==> src/rtl/mem_stage_pkg.sv <==
// Shared constants for the memory stage: FSM state encoding, funct3 access
// widths and the sign-extension helper used by the load path.
package mem_stage_pkg;

  localparam logic [1:0] ST_IDLE     = 2'd0;
  localparam logic [1:0] ST_REQ      = 2'd1;
  localparam logic [1:0] ST_WAIT_RSP = 2'd2;
  localparam logic [1:0] ST_DONE     = 2'd3;

  localparam logic [2:0] F3_B  = 3'b000;
  localparam logic [2:0] F3_H  = 3'b001;
  localparam logic [2:0] F3_W  = 3'b010;
  localparam logic [2:0] F3_BU = 3'b100;
  localparam logic [2:0] F3_HU = 3'b101;

  // Sign-extend the low byte (is_half=0) or low halfword (is_half=1).
  function automatic logic [31:0] sext(input logic [31:0] val, input logic is_half);
    return is_half ? {{16{val[15]}}, val[15:0]} : {{24{val[7]}}, val[7:0]};
  endfunction

endpackage

==> src/rtl/mem_load_ext.sv <==
// Load lane selection and extension: aligns the addressed bytes of a bus word
// down to bit 0 and sign/zero-extends according to funct3.
module mem_load_ext
  import mem_stage_pkg::*;
(
  input  logic [31:0] i_rdata,
  input  logic [1:0]  i_addr,
  input  logic [2:0]  i_funct3,
  output logic [31:0] o_data
);

  logic [31:0] w_shifted;

  assign w_shifted = i_rdata >> {i_addr, 3'b000};

  // NOTE: every output of a combinational block gets a default first so no latch is inferred.
  always_comb begin
    o_data = '0;
    case (i_funct3)
      F3_B:    o_data = sext(w_shifted, 1'b0);
      F3_H:    o_data = sext(w_shifted, 1'b1);
      F3_W:    o_data = w_shifted;
      F3_BU:   o_data = {24'b0, w_shifted[7:0]};
      F3_HU:   o_data = {16'b0, w_shifted[15:0]};
      default: o_data = '0;
    endcase
  end

endmodule

==> src/rtl/mem_stage.sv <==
// Pipeline memory stage: captures the execute result, runs one bus transaction
// for loads/stores, then presents write-back data. Option: MEM_MISALIGN_CHECK_EN.
module mem_stage
  import mem_stage_pkg::*;
#(
  parameter int XLEN = 32
) (
  input  logic            clk,
  input  logic            rst_n,

  input  logic            in_valid,
  output logic            in_ready,
  input  logic [XLEN-1:0] pc,
  input  logic [3:0]      csr_wen,
  input  logic            R_wen,
  input  logic            mem_wen,
  input  logic            mem_ren,
  input  logic [4:0]      rd,
  input  logic [2:0]      funct3,
  input  logic [XLEN-1:0] rs2_value,
  input  logic [XLEN-1:0] csrs,
  input  logic [XLEN-1:0] EX_result,
  input  logic            branch_flag,
  input  logic            jump_flag,

  output logic            req_valid,
  input  logic            req_ready,
  output logic [XLEN-1:0] req_addr,
  output logic            req_wen,
  output logic [XLEN-1:0] req_wdata,
  output logic [3:0]      req_wmask,
  input  logic            rsp_valid,
  input  logic [XLEN-1:0] rsp_rdata,

  output logic            out_valid,
  input  logic            out_ready,
  output logic [XLEN-1:0] pc_next,
  output logic [4:0]      rd_next,
  output logic            R_wen_next,
  output logic [3:0]      csr_wen_next,
  output logic [XLEN-1:0] csrs_next,
  output logic            branch_flag_next,
  output logic            jump_flag_next,
`ifdef MEM_MISALIGN_CHECK_EN
  output logic            misalign_err,
`endif
  output logic [XLEN-1:0] wb_data
);

  logic [1:0]      r_state;
  logic [XLEN-1:0] r_pc;
  logic [3:0]      r_csr_wen;
  logic            r_rwen;
  logic            r_mem_wen;
  logic            r_mem_ren;
  logic [4:0]      r_rd;
  logic [2:0]      r_funct3;
  logic [XLEN-1:0] r_rs2;
  logic [XLEN-1:0] r_csrs;
  logic [XLEN-1:0] r_ex_result;
  logic            r_branch;
  logic            r_jump;
  logic [XLEN-1:0] r_rdata;
  logic            r_misalign;

  logic            w_accept;
  logic            w_misalign_in;
  logic [1:0]      w_accept_state;
  logic            w_is_load;
  logic [XLEN-1:0] w_load_data;
  logic [XLEN-1:0] w_wdata;
  logic [3:0]      w_wmask;

  assign in_ready = (r_state == ST_IDLE) || (r_state == ST_DONE && out_ready);
  assign w_accept = in_valid && in_ready;

`ifdef MEM_MISALIGN_CHECK_EN
  assign w_misalign_in = (mem_wen || mem_ren) &&
                         ((funct3[1:0] == 2'b01 && EX_result[0]) ||
                          (funct3[1:0] == 2'b10 && EX_result[1:0] != 2'b00));
  assign misalign_err  = r_misalign;
`else
  assign w_misalign_in = 1'b0;
`endif

  assign w_accept_state = ((mem_wen || mem_ren) && !w_misalign_in) ? ST_REQ : ST_DONE;

  // NOTE: sequential state uses non-blocking assignments; the async reset clears every
  // captured field so an aborted transaction leaves nothing behind.
  always_ff @(posedge clk or negedge rst_n) begin
    if (!rst_n) begin
      r_state     <= ST_IDLE;
      r_pc        <= '0;
      r_csr_wen   <= '0;
      r_rwen      <= 1'b0;
      r_mem_wen   <= 1'b0;
      r_mem_ren   <= 1'b0;
      r_rd        <= '0;
      r_funct3    <= '0;
      r_rs2       <= '0;
      r_csrs      <= '0;
      r_ex_result <= '0;
      r_branch    <= 1'b0;
      r_jump      <= 1'b0;
      r_rdata     <= '0;
      r_misalign  <= 1'b0;
    end else if (w_accept) begin
      r_state     <= w_accept_state;
      r_pc        <= pc;
      r_csr_wen   <= csr_wen;
      r_rwen      <= R_wen;
      r_mem_wen   <= mem_wen;
      r_mem_ren   <= mem_ren;
      r_rd        <= rd;
      r_funct3    <= funct3;
      r_rs2       <= rs2_value;
      r_csrs      <= csrs;
      r_ex_result <= EX_result;
      r_branch    <= branch_flag;
      r_jump      <= jump_flag;
      r_misalign  <= w_misalign_in;
    end else begin
      case (r_state)
        ST_REQ:      if (req_ready) r_state <= ST_WAIT_RSP;
        ST_WAIT_RSP: if (rsp_valid) begin
          r_rdata <= rsp_rdata;
          r_state <= ST_DONE;
        end
        ST_DONE:     if (out_ready) r_state <= ST_IDLE;
        default:     r_state <= r_state;
      endcase
    end
  end

  // A store wins when both enables are set.
  always_comb begin
    w_wdata = r_rs2;
    w_wmask = '0;
    case (r_funct3)
      F3_B: begin
        w_wdata = {4{r_rs2[7:0]}};
        w_wmask = 4'b0001 << r_ex_result[1:0];
      end
      F3_H: begin
        w_wdata = {2{r_rs2[15:0]}};
        w_wmask = 4'b0011 << {r_ex_result[1], 1'b0};
      end
      F3_W:    w_wmask = 4'b1111;
      default: w_wmask = '0;
    endcase
  end

  assign req_valid = (r_state == ST_REQ);
  assign req_addr  = {r_ex_result[XLEN-1:2], 2'b00};
  assign req_wen   = r_mem_wen;
  assign req_wdata = w_wdata;
  assign req_wmask = r_mem_wen ? w_wmask : 4'b0000;

  mem_load_ext u_load_ext (
    .i_rdata  (r_rdata),
    .i_addr   (r_ex_result[1:0]),
    .i_funct3 (r_funct3),
    .o_data   (w_load_data)
  );

  assign w_is_load = r_mem_ren && !r_mem_wen && !r_misalign;

  assign out_valid        = (r_state == ST_DONE);
  assign wb_data          = w_is_load ? w_load_data : r_ex_result;
  assign pc_next          = r_pc;
  assign rd_next          = r_rd;
  assign R_wen_next       = r_rwen && !r_misalign;
  assign csr_wen_next     = r_csr_wen;
  assign csrs_next        = r_csrs;
  assign branch_flag_next = r_branch;
  assign jump_flag_next   = r_jump;

endmodule

==> config.mk <==
export PLATFORM = sky130hd
export DESIGN_NAME = mem_stage
export DESIGN_NICKNAME = d
export VERILOG_FILES = /design/src/rtl/mem_stage_pkg.sv /design/src/rtl/mem_load_ext.sv /design/src/rtl/mem_stage.sv
export SDC_FILE = /design/constraint.sdc
export NUM_CORES = 1
export LEC_CHECK = 0
export CORE_ASPECT_RATIO = 1.2
export CORE_MARGIN = 2
export CORE_UTILIZATION = 44
export CTS_CLUSTER_SIZE = 12
export DETAILED_ROUTE_END_ITERATION = 8
export GPL_TIMING_DRIVEN = 0
export PLACE_DENSITY = 0.79
export SYNTH_ARGS = -nofsm -noshare
export SYNTH_HDL_FRONTEND = slang
export SYNTH_SLANG_ARGS = --single-unit
==> constraint.sdc <==
create_clock -name clk -period 2.6 [get_ports clk]
set_input_delay 0.65 -clock clk [delete_from_list [all_inputs] [get_ports clk]]
set_output_delay 0.65 -clock clk [all_outputs]
set_load 0.02 [all_outputs]
==> metrics.txt, run 1 <==
# TYPE chip_impl_metric gauge
chip_impl_metric{name="worst-endpoint-required",unit="ns"} 1.95
chip_impl_metric{name="gpl_congestion",unit=""} 0.888
chip_impl_metric{name="fp.dieArea",unit="um^2"} 21100
chip_impl_info{name="synth_top_cell_by_area",value="dfrtp_1"} 1
chip_impl_metric{name="worst_clock_skew",unit="ns"} 0.0141
chip_impl_metric{name="yosys_register_bits",unit=""} 179
chip_impl_metric{name="buffer_ports.inserted",unit=""} 360
chip_impl_metric{name="global_route.usage.total",unit=""} 0.254
chip_impl_metric{name="power.ir.vdd_worst",unit="uV"} 821
chip_impl_metric{name="drt_pre_antenna_iters",unit=""} 4
chip_impl_metric{name="max-slew-margin-rel",unit=""} 0.530
chip_impl_metric{name="multiInputGateArea",unit="um^2"} 3810
chip_impl_metric{name="grt_first_pass_wirelength",unit="um"} 40900
chip_impl_metric{name="final_cycle_share",unit=""} 1.03
chip_impl_info{name="critPathTopFamily",value="compound AO/OA/AOI/OAI gates"} 1
chip_impl_metric{name="vias",unit=""} 6908
chip_impl_info{name="crit_chain",value="buf_12, nor3b_1, o21ai_2, o211ai_1, buf_4"} 1
chip_impl_info{name="ys_top_cells_by_area",value="dfrtp_1 (51%), mux2_2 (20%), mux2_4 (8.6%)"} 1
chip_impl_info{name="setup.worst_path.end_class",value="primary output"} 1
chip_impl_info{name="ys_top_cells_by_count",value="dfrtp_1 (179), mux2_2 (153), mux2_4 (50), buf_4 (44), nand2_1 (29)"} 1
chip_impl_metric{name="synthesis.area",unit="um^2"} 8770
chip_impl_info{name="worst_setup_path_start_kind",value="flip-flop"} 1
chip_impl_metric{name="area_growth_syn_to_layout",unit="%"} 54.8
chip_impl_metric{name="detail_route.wl_per_cell",unit="um"} 20.7
chip_impl_metric{name="critPathMaxStageDelay",unit="ns"} 0.47
chip_impl_info{name="r2r-start",value="r_state[0]"} 1
chip_impl_info{name="synthFlopType",value="dfrtp_1"} 1
chip_impl_metric{name="cts_htree_levels",unit=""} 4
chip_impl_metric{name="cts.hold.buffers_added",unit=""} 0
chip_impl_metric{name="clk_transition_reported_paths",unit="ns"} 0.07
chip_impl_metric{name="vias_per_cell",unit=""} 5.18
chip_impl_metric{name="clk_path_buf_depth",unit=""} 2
chip_impl_info{name="status",value="finished with violations"} 1
chip_impl_metric{name="drive_above_1_share",unit=""} 0.391
chip_impl_metric{name="synth_sequential_area_ratio",unit=""} 0.511
chip_impl_metric{name="number_of_hold_violations_in_the_final_report",unit=""} 0
chip_impl_metric{name="coreArea",unit="um^2"} 19500
chip_impl_metric{name="placedInstanceArea",unit="um^2"} 12700
chip_impl_metric{name="timing.reg2reg.worst_path_depth",unit=""} 6
chip_impl_metric{name="fillCellCount",unit=""} 1445
chip_impl_metric{name="synth_edf_count",unit=""} 0
chip_impl_metric{name="drv_slew",unit=""} 0
chip_impl_metric{name="nNetsFinal",unit=""} 1240
chip_impl_metric{name="detail_route.drc_violations",unit=""} 0
chip_impl_info{name="tritoncts_clock_tree",value="yes"} 1
chip_impl_info{name="rsz0062_at_grt",value="yes"} 1
chip_impl_metric{name="layout_min_cycle_time",unit="ns"} 2.67
chip_impl_metric{name="postLayoutCellArea",unit="um^2"} 13600
chip_impl_info{name="worst-setup-path-type",value="flip-flop to primary output"} 1
chip_impl_metric{name="grt_start_max_net_pins",unit=""} 91
chip_impl_metric{name="report.final.setup_viol",unit=""} 11
chip_impl_metric{name="power-per-cell-area",unit="nW/um^2"} 1480
chip_impl_info{name="cts_root_buffer",value="clkbuf_16"} 1
chip_impl_metric{name="synth_async_sr_flop_share",unit=""} 1.00
chip_impl_info{name="timing.critical_path.from",value="r_funct3[0]"} 1
chip_impl_metric{name="tritoncts_num_sinks",unit=""} 179
chip_impl_metric{name="floorplan.die.height",unit="um"} 159
chip_impl_metric{name="area.sequential",unit="um^2"} 4480
chip_impl_metric{name="setup.reg_to_reg.worst_slack",unit="ns"} 0.58
chip_impl_metric{name="worst-slew-pin-transition",unit="ns"} 0.705
chip_impl_metric{name="dp.final_hpwl",unit="um"} 20300
chip_impl_metric{name="detail-route-antenna-nets",unit=""} 0
chip_impl_metric{name="postSynthAreaPerCell",unit="um^2"} 13.4
chip_impl_metric{name="max_freq",unit="MHz"} 374
chip_impl_metric{name="core.rowCount",unit=""} 56
chip_impl_metric{name="drt_iter0_markers",unit=""} 354
chip_impl_metric{name="synth_top_area_share",unit=""} 0.511
chip_impl_metric{name="clk-insertion-delay-late",unit="ns"} 0.43
chip_impl_metric{name="num_io_pins",unit=""} 363
chip_impl_metric{name="worstPathMaxFanout",unit=""} 8
chip_impl_metric{name="grt_overflow",unit=""} 0
chip_impl_metric{name="grt_pass1_vias",unit=""} 7085
chip_impl_metric{name="static-leakage-power",unit="nW"} 5.98
chip_impl_metric{name="path_buf_inv",unit=""} 2
chip_impl_metric{name="cp.arrival",unit="ns"} 2.02
chip_impl_metric{name="place_worst_setup_slack",unit="ns"} -0.456
chip_impl_info{name="cp-endpoint",value="wb_data[9]"} 1
chip_impl_metric{name="synthesis.instances",unit=""} 653
chip_impl_metric{name="cp_num_cells",unit=""} 5
chip_impl_metric{name="drv.max_cap_violation_count",unit=""} 0
chip_impl_info{name="min-delay-path-class",value="input pin to asynchronous set/reset pin"} 1
chip_impl_metric{name="initial_utilization",unit=""} 0.448
chip_impl_metric{name="setup_ws",unit="ns"} -0.0726
chip_impl_info{name="failing_checks",value="setup timing"} 1
chip_impl_metric{name="cts_inserted_buffers",unit=""} 17
chip_impl_metric{name="postRouteWirelength",unit="um"} 27600
chip_impl_metric{name="initial_antenna_violation_count",unit=""} 4
chip_impl_info{name="most_instantiated_library_cell_after_synthesis",value="dfrtp_1"} 1
chip_impl_metric{name="yosysWarnings",unit=""} 0
chip_impl_info{name="timing.critical_path.slowest_stage_cell",value="dfrtp_2"} 1
chip_impl_info{name="regToRegEndpoint",value="r_rs2[7]"} 1
chip_impl_metric{name="synth.distinct_cells",unit=""} 42
chip_impl_metric{name="die_width",unit="um"} 133
[state kept, by name (all words and copies together) (netlist names), 2 cells and up]
register and count:
rd_next 5, pc_next 32, csrs_next 32, r_ex_result 32, r_rdata 32, r_funct3 3, r_state 2, csr_wen_next 4
r_rs2 32
[stage by stage]
stage	utilization	TNS, ns	cells	total power [mW]	hold WS (ns)
global route	0.694	-2.44	1331	21.0	0.254
global placement	0.650	-1226.57	1275	16.9	0.485
floorplan	-	0	654	12.1	0.354
finish	0.694	-0.453	1333	20.0	0.210
CTS	0.688	-0.291	1324	19.7	0.239
detailed placement	0.651	-15.73	1276	17.1	0.492
[area by class of cell]
cell class                      count  share of cell area
Antenna cell                        2            0.000369
Clock buffer                       17              0.0314
Multi-Input combinational cell    390               0.281
Timing Repair Buffer              385               0.272
Clock inverter                     15              0.0123
Tap cell                          261              0.0241
Inverter                            2            0.000646
Sequential cell                   179               0.331
Buffer                             82              0.0483
[timing repair]
| action | in CTS | in global routing |
|---|---|---|
| gates resized for setup | 264 | 54 |
| pin swaps | 8 | 3 |
| setup endpoints to repair | 62 | 47 |
| buffers inserted | 15 | 5 |
| gates cloned | 2 | 2 |
[worst register-to-register path: cells and delay by family (launching register included)]
family / cells / cell delay [ns]
multiplexers: 1 / 0.32
AND/OR/NAND/NOR: 1 / 0.24
buffers and inverters: 3 / 0.73
flip-flops: 1 / 0.50
AO/OA/AOI/OAI: 1 / 0.12
[routing by layer]
metal | vias up | part of all wire | GRT usage
li1 | 3133 | - | -
met1 | 3442 | 0.38 | 0.297
met2 | 292 | 0.52 | 0.451
met3 | 37 | 0.073 | 0.0758
met4 | 4 | 0.022 | 0.0799
met5 | - | 0.00098 | 0
[placed cells by master, fill, tap and decap left out, types with 4 or more instances in the layout]
cell / synthesis / routed
a211oi_1: 6 / 6
a21oi_1: 14 / 14
a2bb2oi_1: 7 / 7
a32oi_1: 8 / 8
buf_2: 23 / 32
buf_4: 44 / 78
buf_6: 8 / 28
clkbuf_16: 0 / 18
clkbuf_2: 0 / 12
clkdlybuf4s50_1: 0 / 298
clkinv_4: 0 / 4
dfrtp_1: 179 / 175
dfrtp_2: 0 / 4
dlygate4sd2_1: 0 / 8
inv_8: 0 / 5
mux2_2: 153 / 152
mux2_4: 50 / 51
mux2i_1: 16 / 15
nand2_1: 29 / 28
nand4_1: 10 / 10
nor2_1: 19 / 18
nor2b_1: 14 / 12
o211ai_1: 17 / 17
o21ai_0: 10 / 6
o21ai_1: 7 / 10
o41ai_2: 0 / 4
[kinds of logic after synthesis]
kind of cell,Yosys count,share of synthesized area
buf+inv,85,0.0654
compound gates,79,0.0652
other cells,1,0.000428
flops,179,0.511
simple gates,88,0.0540
xor+xnor,1,0.000999
mux,220,0.303
[where the power goes]
group / switching [mW] / internal (mW) / leakage, nW
clock: 1.25 / 1.37 / 0.286
combinational: 5.75 / 6.26 / 3.59
sequential: 1.16 / 4.24 / 2.11
[worst min-delay path by stage]
| stage | end | slack [ns] | cells past startpoint |
|---|---|---|---|
| global placement | r_rdata[2] | 0.49 | 1 |
| detailed placement | pc_next[13] | 0.49 | 1 |
| floorplan | branch_flag_next | 0.35 | 0 |
| CTS | r_rs2[22] | 0.24 | 1 |
| finish | r_rs2[22] | 0.21 | 1 |
| global route | r_rs2[22] | 0.25 | 1 |
Power figures use the tool's default switching activity.
==> run 2: changes to the inputs <==
--- a/config.mk
+++ b/config.mk
@@ -5,6 +5,7 @@
 export SDC_FILE = /design/constraint.sdc
 export NUM_CORES = 1
 export LEC_CHECK = 0
+export CAP_MARGIN = 20
 export CORE_ASPECT_RATIO = 1.2
 export CORE_MARGIN = 2
 export CORE_UTILIZATION = 44
==> results of run 2 <==
Final layout, timing and power as in run 1 (identical DEF).
